File: src/rtl/in_service_control_if.sv
// Bus between the 8259-style in-service block, the priority resolver, the command
// registers and the CPU acknowledge path.
interface in_service_control_if;
    logic [7:0] interrupt_from_priority_resolver;
    logic       inta_n;
    logic [4:0] vector_base;
    logic       auto_eoi;
    logic       eoi_valid;
    logic       eoi_specific;
    logic [2:0] eoi_level;
    logic       rotate_on_eoi;
    logic       int_out;
    logic [7:0] clear_request;
    logic [7:0] in_service_register;
    logic [2:0] rotate;
    logic [7:0] data_out;
    logic       data_out_enable;

    modport master (
        output interrupt_from_priority_resolver, inta_n, vector_base, auto_eoi,
               eoi_valid, eoi_specific, eoi_level, rotate_on_eoi,
        input  int_out, clear_request, in_service_register, rotate, data_out,
               data_out_enable
    );

    modport slave (
        input  interrupt_from_priority_resolver, inta_n, vector_base, auto_eoi,
               eoi_valid, eoi_specific, eoi_level, rotate_on_eoi,
        output int_out, clear_request, in_service_register, rotate, data_out,
               data_out_enable
    );
endinterface

File: src/rtl/in_service_control.sv
// In-service register and INTA sequencer: tracks acknowledged levels, drives the
// vector byte on the second INTA pulse and handles EOI / AEOI with optional rotation.
module in_service_control (
    input logic                  clock,
    input logic                  reset,
    in_service_control_if.slave  bus
);
    typedef enum logic [1:0] {StIdle, StAck1, StWait2, StAck2} state_e;

    state_e     state_q, state_d;
    logic       prev_inta_n_q;
    logic [2:0] level_q, level_d;
    logic       spurious_q, spurious_d;
    logic [7:0] isr_q, isr_d;
    logic [2:0] rotate_q, rotate_d;
    logic       int_out_q, int_out_d;
    logic [7:0] clear_request_q, clear_request_d;
    logic [7:0] data_out_q, data_out_d;
    logic       data_out_enable_q, data_out_enable_d;

    logic       inta_fall, inta_rise, ack_take, aeoi_clear;
    logic [7:0] irq;
    logic [2:0] irq_level;
    logic       ns_found;
    logic [2:0] ns_level, scan_idx;
    logic [7:0] set_mask, clear_mask;

    assign irq       = bus.interrupt_from_priority_resolver;
    assign inta_fall = prev_inta_n_q & ~bus.inta_n;
    assign inta_rise = ~prev_inta_n_q & bus.inta_n;
    assign ack_take  = (state_q == StIdle) && inta_fall;
    assign aeoi_clear = (state_q == StAck2) && inta_rise && bus.auto_eoi && !spurious_q;

    // Spurious acknowledge (no request) reports the lowest level, IR7.
    always_comb begin
        irq_level = 3'd7;
        for (int i = 0; i < 8; i++) begin
            if (irq[i]) irq_level = 3'(i);
        end
    end

    // Non-specific EOI: first set bit scanning upward from the level after rotate.
    always_comb begin
        ns_found = 1'b0;
        ns_level = 3'd0;
        scan_idx = 3'd0;
        for (int i = 0; i < 8; i++) begin
            scan_idx = rotate_q + 3'd1 + 3'(i);
            if (!ns_found && isr_q[scan_idx]) begin
                ns_found = 1'b1;
                ns_level = scan_idx;
            end
        end
    end

    always_ff @(posedge clock) begin
        if (reset) begin
            state_q           <= StIdle;
            prev_inta_n_q     <= 1'b1;
            level_q           <= 3'd7;
            spurious_q        <= 1'b0;
            isr_q             <= 8'h00;
            rotate_q          <= 3'b111;
            int_out_q         <= 1'b0;
            clear_request_q   <= 8'h00;
            data_out_q        <= 8'h00;
            data_out_enable_q <= 1'b0;
        end else begin
            state_q           <= state_d;
            prev_inta_n_q     <= bus.inta_n;
            level_q           <= level_d;
            spurious_q        <= spurious_d;
            isr_q             <= isr_d;
            rotate_q          <= rotate_d;
            int_out_q         <= int_out_d;
            clear_request_q   <= clear_request_d;
            data_out_q        <= data_out_d;
            data_out_enable_q <= data_out_enable_d;
        end
    end

    always_comb begin
        state_d = state_q;
        unique case (state_q)
            StIdle:  if (inta_fall) state_d = StAck1;
            StAck1:  if (inta_rise) state_d = StWait2;
            StWait2: if (inta_fall) state_d = StAck2;
            StAck2:  if (inta_rise) state_d = StIdle;
            default: state_d = StIdle;
        endcase
    end

    always_comb begin
        int_out_d       = (state_q == StIdle) && !inta_fall && (irq != 8'h00);
        clear_request_d = ack_take ? irq : 8'h00;
        set_mask        = ack_take ? irq : 8'h00;
        level_d         = ack_take ? irq_level : level_q;
        spurious_d      = ack_take ? (irq == 8'h00) : spurious_q;

        clear_mask = 8'h00;
        rotate_d   = rotate_q;
        if (aeoi_clear) begin
            clear_mask = clear_mask | (8'h01 << level_q);
            if (bus.rotate_on_eoi) rotate_d = level_q;
        end
        // EOI rotation is applied last so it overrides an AEOI rotation.
        if (bus.eoi_valid) begin
            if (bus.eoi_specific) begin
                clear_mask = clear_mask | (8'h01 << bus.eoi_level);
                if (bus.rotate_on_eoi) rotate_d = bus.eoi_level;
            end else if (ns_found) begin
                clear_mask = clear_mask | (8'h01 << ns_level);
                if (bus.rotate_on_eoi) rotate_d = ns_level;
            end
        end
        isr_d = (isr_q & ~clear_mask) | set_mask;

        data_out_enable_d = (state_d == StAck2);
        data_out_d        = data_out_enable_d ? {bus.vector_base, level_q} : 8'h00;
    end

    assign bus.int_out             = int_out_q;
    assign bus.clear_request       = clear_request_q;
    assign bus.in_service_register = isr_q;
    assign bus.rotate              = rotate_q;
    assign bus.data_out            = data_out_q;
    assign bus.data_out_enable     = data_out_enable_q;
endmodule
File: src/flat_wrapper.sv
// flat-port wrapper written by rule: the top's interface ports become plain ports
module in_service_control_flat 
  (clock, reset, bus_interrupt_from_priority_resolver, bus_inta_n, bus_vector_base, bus_auto_eoi, bus_eoi_valid, bus_eoi_specific, bus_eoi_level, bus_rotate_on_eoi, bus_int_out, bus_clear_request, bus_in_service_register, bus_rotate, bus_data_out, bus_data_out_enable);
  in_service_control_if bus_i ();
  input logic clock;
  input logic reset;
  input wire logic [$bits(bus_i.interrupt_from_priority_resolver)-1:0] bus_interrupt_from_priority_resolver;
  input wire logic [$bits(bus_i.inta_n)-1:0] bus_inta_n;
  input wire logic [$bits(bus_i.vector_base)-1:0] bus_vector_base;
  input wire logic [$bits(bus_i.auto_eoi)-1:0] bus_auto_eoi;
  input wire logic [$bits(bus_i.eoi_valid)-1:0] bus_eoi_valid;
  input wire logic [$bits(bus_i.eoi_specific)-1:0] bus_eoi_specific;
  input wire logic [$bits(bus_i.eoi_level)-1:0] bus_eoi_level;
  input wire logic [$bits(bus_i.rotate_on_eoi)-1:0] bus_rotate_on_eoi;
  output wire logic [$bits(bus_i.int_out)-1:0] bus_int_out;
  output wire logic [$bits(bus_i.clear_request)-1:0] bus_clear_request;
  output wire logic [$bits(bus_i.in_service_register)-1:0] bus_in_service_register;
  output wire logic [$bits(bus_i.rotate)-1:0] bus_rotate;
  output wire logic [$bits(bus_i.data_out)-1:0] bus_data_out;
  output wire logic [$bits(bus_i.data_out_enable)-1:0] bus_data_out_enable;
  assign bus_i.interrupt_from_priority_resolver = bus_interrupt_from_priority_resolver;
  assign bus_i.inta_n = bus_inta_n;
  assign bus_i.vector_base = bus_vector_base;
  assign bus_i.auto_eoi = bus_auto_eoi;
  assign bus_i.eoi_valid = bus_eoi_valid;
  assign bus_i.eoi_specific = bus_eoi_specific;
  assign bus_i.eoi_level = bus_eoi_level;
  assign bus_i.rotate_on_eoi = bus_rotate_on_eoi;
  assign bus_int_out = bus_i.int_out;
  assign bus_clear_request = bus_i.clear_request;
  assign bus_in_service_register = bus_i.in_service_register;
  assign bus_rotate = bus_i.rotate;
  assign bus_data_out = bus_i.data_out;
  assign bus_data_out_enable = bus_i.data_out_enable;
  in_service_control u_core (.clock(clock), .reset(reset), .bus(bus_i));
endmodule
File: config.mk
export PLATFORM = sky130hd
export DESIGN_NAME = in_service_control_flat
export DESIGN_NICKNAME = d
export VERILOG_FILES = /design/src/rtl/in_service_control_if.sv /design/src/rtl/in_service_control.sv /design/src/flat_wrapper.sv
export SDC_FILE = /design/constraint.sdc
export NUM_CORES = 1
export LEC_CHECK = 0
export CAP_MARGIN = 10
export CORE_AREA = 3 3 80 67
export CTS_CLUSTER_DIAMETER = 60
export DETAILED_ROUTE_END_ITERATION = 12
export DIE_AREA = 0 0 83 70
export PLACE_DENSITY = 0.8
export SLEW_MARGIN = 20
export SYNTH_ARGS = -nofsm -noshare
export SYNTH_HDL_FRONTEND = slang
export SYNTH_SLANG_ARGS = --single-unit
File: constraint.sdc
create_clock -name clock -period 9.4 [get_ports clock]
set_input_delay 1.41 -clock clock [delete_from_list [all_inputs] [get_ports clock]]
set_output_delay 1.41 -clock clock [all_outputs]
set_load 0.05 [all_outputs]
* Yosys cells after proc, flatten, opt, wreduce, memory -nomap -nowiden
Index checks and enable logic that the tools add are counted.
Storage, ports and cells: bits in registers 36, logic and storage cells 126
Operators by class: add/subtract/negate cells 8, eq/ne operators 4, multiplexer cells 57, bitwise gates (word level) 10, magnitude comparators 8, reduce and logical (&&, ||, !) cells 26, shifts and indexed selects 3
Operators with widths (number):
- $mux W3 | 23
- $mux W8 | 5
- $lt A3 B4 Y1 const B | 8
- $bmux W1 S3 | 8
- $or A8 B8 Y8 | 3
- $shl A1 B3 Y8 const A | 3
- $mux W1 | 16
- $logic_and A1 B1 Y1 | 13
- $add A3 B3 Y3 const B | 4
- $logic_not A1 Y1 | 9
- $and A8 B8 Y8 | 1
- $logic_not A8 Y1 | 1
- $mux W2 | 4
- $not A8 Y8 | 1
- $pmux W2 S4 | 1
- $reduce_bool A8 Y1 | 1
- $add A3 B1 Y3 const B | 2
- $add A3 B2 Y3 const B | 2
- $eq A2 B2 Y1 const B | 3
- $not A1 Y1 | 3
- $and A1 B1 Y1 | 2
- $eq A2 B1 Y1 const B | 1
- $logic_not A2 Y1 | 1
- $reduce_or A2 Y1 | 1

* Longest topological paths before layout
depth after elaboration 33, gate-level depth with buffers 14, mapped depth without buffers 10

* Worst setup path after synthesis
OpenSTA, ideal clock, no wires.
path type register to register, start point register u_core.rotate_q[0] (netlist: u_core.bus.rotate[0]), end point register u_core.isr_q[1] (netlist: u_core.bus.in_service_register[1]), required time 9.276 ns, setup slack 5.524 ns, data arrival time 3.752 ns, stages on the path, launching flop included 14, library setup time 0.124 ns, path buffers 3, cells stage by stage dfxtp_1 > buf_6 > clkbuf_1 > inv_1 > ha_1 > buf_2 > mux4_2 > nor2_1 > mux4_2 > nand4_2 > or4_4 > o22a_1 > nor3b_2 > a31oi_1
Between the ends: longest elaborated chain between the ends 33
Ends and longest elaborated chain:
- start, declared | RTL line in_service_control.sv:15 | logic [2:0] rotate_q, rotate_d;
- start signal, assigned | RTL line in_service_control.sv:74 | rotate_q <= rotate_d;
- $add A3 B1 Y3 * | RTL line in_service_control.sv:48 | scan_idx = rotate_q + 3'd1 + 3'(i);
- branches (longest 26 deep; another with $add A3 B1 Y3)
- $mux W8 * | RTL line in_service_control.sv:111 | end else if (ns_found) begin
- $mux W8 * | RTL line in_service_control.sv:108 | if (bus.eoi_specific) begin
- $mux W8 * | RTL line in_service_control.sv:107 | if (bus.eoi_valid) begin
- $not A8 Y8 * | RTL line in_service_control.sv:116 | isr_d = (isr_q & ~clear_mask) | set_mask;
- $and A8 B8 Y8 * | RTL line in_service_control.sv:116
- $or A8 B8 Y8 * | RTL line in_service_control.sv:116
- end signal, assigned | RTL line in_service_control.sv:73 | isr_q <= isr_d;
- end, declared | RTL line in_service_control.sv:14 | logic [7:0] isr_q, isr_d;
Every way passes the cells marked *. The select of a mux whose other input is x is not followed. A chain may end at the register's enable or synchronous reset.

* Worst setup path in the final report
Same ends and word-level chain as after synthesis.

==> impl_results.md <==
* Total CTS buffers at 5
* LEAKAGE at 0.00123 uW
* Leading cell type in the layout, fill and taps excluded: sky130_fd_sc_hd__clkdlybuf4s50_1
* Count of buffers inserted at the top-level ports at 51
* Clk pin slew, worst setup/hold paths at ~70 ps
* Final hold violation count at 0
* Hold crit path type: register to register
* Top cell type by total area after synthesis: sky130_fd_sc_hd__dfxtp_1
* Syn avg cell area at 8.44 um^2
* Most utilized layer in the global route result: met2
* Combinational share of power at between 50% and 60%
* Cts hold-fix bufs at 0
* Fmax at 234 MHz
* Count of mapped cells out of synthesis at 295
* Area growth, synth to finish at 24.8%
* Total Power Consumption at 659 uW
* Outcome: finished clean
* CTS resizes at 0
* Max Cap Violations at 0
* Ratio of cells with drive above 1 in the final layout at approximately 8.8%
* Sequential group share of total power at 27.3%
* Total of flip-flops plus latches after synthesis at 36
* Global routing met1 resource utilization at 35.3%
* Unique masters post-synth at 64
* Worst endpoint required time at 9570 ps
* Pin count of the biggest net entering global routing at 21
* Cell depth of the worst hold path at 2
* Routed via count divided by cell count at between 6 and 7
* Launching element of the worst setup path: u_core.bus.rotate[0]
* Start-to-end type of the worst setup path: register to register
* Internal Pwr Total at 380 uW
* Launching point of the worst reg2reg path: u_core.bus.rotate[0]
* Post-synth net total at between 300 and 400
* Post-layout minimum cycle time at 4270 ps
* Post-route fraction of the period consumed by the critical path at 45.5%
* Arrival time reported for the critical path endpoint at 4450 ps
* Number of buffers inserted by post-CTS setup repair at 0
* Global-route wire length before repair at 11.6 mm
* Overall Global Routing Usage at 24.1%
* DIE HEIGHT at 70 um
* Count of pins on the block boundary at 52
* Leading cell types in the layout, fill and taps excluded: sky130_fd_sc_hd__clkdlybuf4s50_1 (51), sky130_fd_sc_hd__nor2_1 (39), sky130_fd_sc_hd__dfxtp_1 (36), sky130_fd_sc_hd__inv_1 (22), sky130_fd_sc_hd__nand2_1 (22)
* Clock tree skew after final layout at 7.77 ps
* Number of enable-type register cells in the synthesized netlist at 0
* Depth of the worst register-to-register path at 10
* Critical Path Fanout Max at 20
* Clock Root Buffer: sky130_fd_sc_hd__clkbuf_8
* Final setup TNS at 0 ps
* Critical Path Source Type: register
* Max rail drop VDD at 0.113 mV
* Grt ovf at 0
* Number of antenna repair diodes at 0
* Sink count of the clock tree at 36
* WL per Instance at between 15 and 20 um
* Cell types occupying the most area after synthesis: sky130_fd_sc_hd__dfxtp_1 (29%), sky130_fd_sc_hd__mux4_2 (8.1%), sky130_fd_sc_hd__nor2_1 (5.9%), sky130_fd_sc_hd__inv_1 (3.3%), sky130_fd_sc_hd__nand2_1 (3.3%)
* Number of nets with antenna violations after detailed routing at 0
* Critical Path Sink Type: register
* Total power divided by cell area at 212 mW/mm^2
* Number of warning messages in the yosys log at 0
* Core Box Area at 0.00457 mm^2
* Via count at 2480
* Row count at 22
* CTS H-Tree Depth at 2
* Via count of the first global-routing pass at 2326
* Number of setup violations in the final report at 0
* Setup repair after global routing missed its margin: no
* Reg2reg end: u_core.bus.in_service_register[1]
* Mapped cell area at 0.00249 mm^2
* Transition time at the pin with the least slew margin at 833 ps
* Horizontal die dimension at 83 um
* Final weighted congestion in routability-driven placement at between 0.9 and 1
* Part of the total power dissipated in the clock network at 18.3%
* Final Net Count at 364
* Initial Utilization at 54.5%
* Routing usage on met2 at a little under two fifths
* Ys async rst share at 0%
* Sequential-to-total area share from yosys stat at roughly 29%
* Total detailed-routing wirelength at 6.73 mm
* Start point of the worst min-delay path: u_core.spurious_q
* Drt first-iter violations at 369
* Post-DP HPWL at just over 5 mm
* Switching share of power at between 40% and 50%
* Leading register cell type out of synthesis: sky130_fd_sc_hd__dfxtp_1
* First-pass iteration count of the detailed router at 5
* Worst slew margin relative to its limit at 44.4%
* Worst skew pair latency at 290 ps
* Die area at between 0.005 and 0.006 mm^2
* Reg2Reg Setup Slack at 5130 ps
* Fin. max-slew vios at 0
* Destination of the worst hold path: u_core.spurious_q
* M3 GR Usage at roughly 4.8%
* Net switching power of the design at 279 uW
* Portion of synthesized cell area occupied by the leading cell type at 29.0%
* Maximum clock path buffer count at 2
* DRC violation count after routing at 0
* Number of antenna violations at the first check in global routing at 0
* TritonCTS clock tree: built
## synthesized netlist by cell type (all sizes together) (4+ instances only)
| master | n |
|---|---|
| nor3b | 8 |
| nor3 | 13 |
| a21oi | 15 |
| mux2 | 6 |
| mux4 | 11 |
| clkbuf | 9 |
| dfxtp | 36 |
| a31oi | 9 |
| nor4 | 4 |
| mux2i | 7 |
| o21ai | 11 |
| buf | 5 |
| a41oi | 4 |
| nand2 | 22 |
| nor2 | 39 |
| nand3 | 8 |
| inv | 22 |
| and3 | 10 |
## worst max-delay path, cell delays in order (launching register included)
cell	delay, ps
sky130_fd_sc_hd__dfxtp_1	870
sky130_fd_sc_hd__inv_1	200
sky130_fd_sc_hd__ha_1	810
sky130_fd_sc_hd__xnor3_1	630
sky130_fd_sc_hd__mux2_2	360
sky130_fd_sc_hd__nor2b_1	160
sky130_fd_sc_hd__o2111ai_1	120
sky130_fd_sc_hd__o2111a_1	170
sky130_fd_sc_hd__a21oi_1	450
sky130_fd_sc_hd__nor3b_2	290
sky130_fd_sc_hd__a31oi_1	100
## registers in the layout, indices dropped and copies added (netlist names), 2 cells and up
register	cells
u_core.bus.rotate	3
u_core.bus.clear_request	8
u_core.bus.data_out	8
u_core.bus.in_service_register	8
u_core.level_q	3
u_core.state_q	2
## metal layers
layer | share of wire (%) | vias to the layer above
li1 | - | 1186
met1 | 47 | 1149
met2 | 44 | 129
met3 | 8.4 | 16
met4 | 1.1 | 0
met5 | 0 | -
## power by group through the flow
stage / Clock [uW] / Sequential [uW] / Combinational [uW]
4_1_cts: 122 / 179 / 351
3_5_place_dp: 0 / 183 / 349
2_1_floorplan: 0 / 198 / 256
3_3_place_gp: 0 / 182 / 346
6_report: 120 / 180 / 359
5_1_grt: 127 / 182 / 388
## how the worst max path moves through the flow
stage / end / slack (ps) / cells after the start
after floorplan: u_core.bus.in_service_register[1] / 5520 / 13
after CTS: u_core.bus.in_service_register[1] / 5160 / 10
after detailed placement: u_core.bus.in_service_register[1] / 5150 / 10
after global routing: u_core.bus.in_service_register[1] / 4690 / 10
after global placement: u_core.bus.in_service_register[0] / 5300 / 10
final: u_core.bus.in_service_register[1] / 5130 / 10
## layout make-up
| class | count | area [um^2] |
|---|---|---|
| Inverter | 23 | 86.3 |
| Fill cell | 371 | 1460 |
| Clock buffer | 7 | 96.3 |
| Multi-Input combinational cell | 222 | 1620 |
| Tap cell | 60 | 75.1 |
| Timing Repair Buffer | 51 | 510 |
| Sequential cell | 36 | 721 |
## kinds of logic (layout without fill, tap and decap cells)
kind of cell               after synthesis  count (layout)  share of synthesized area, %
DFF                                     36              36                          29.0
xor gates and xnor gates                 5               5                          2.92
and+or+nand+nor                        127             127                          27.0
adders and majority gates                2               2                          1.01
muxes                                   24              24                          16.3
AOI/OAI and AO/OA                       64              64                          17.8
buffers and inverters                   37              81                          6.03
## through the flow
stage	hold slack [ps]	instances	setup WS [ps]	util, %	cell area, um^2
CTS	483	399	5160	68.0	3110
global route	520	399	4690	68.0	3110
floorplan	450	295	5520	-	2490
detailed placement	474	392	5150	65.9	3010
global placement	461	392	5300	65.9	3010
finish	482	399	5130	68.0	3110
(Power assumes the default switching activity.)
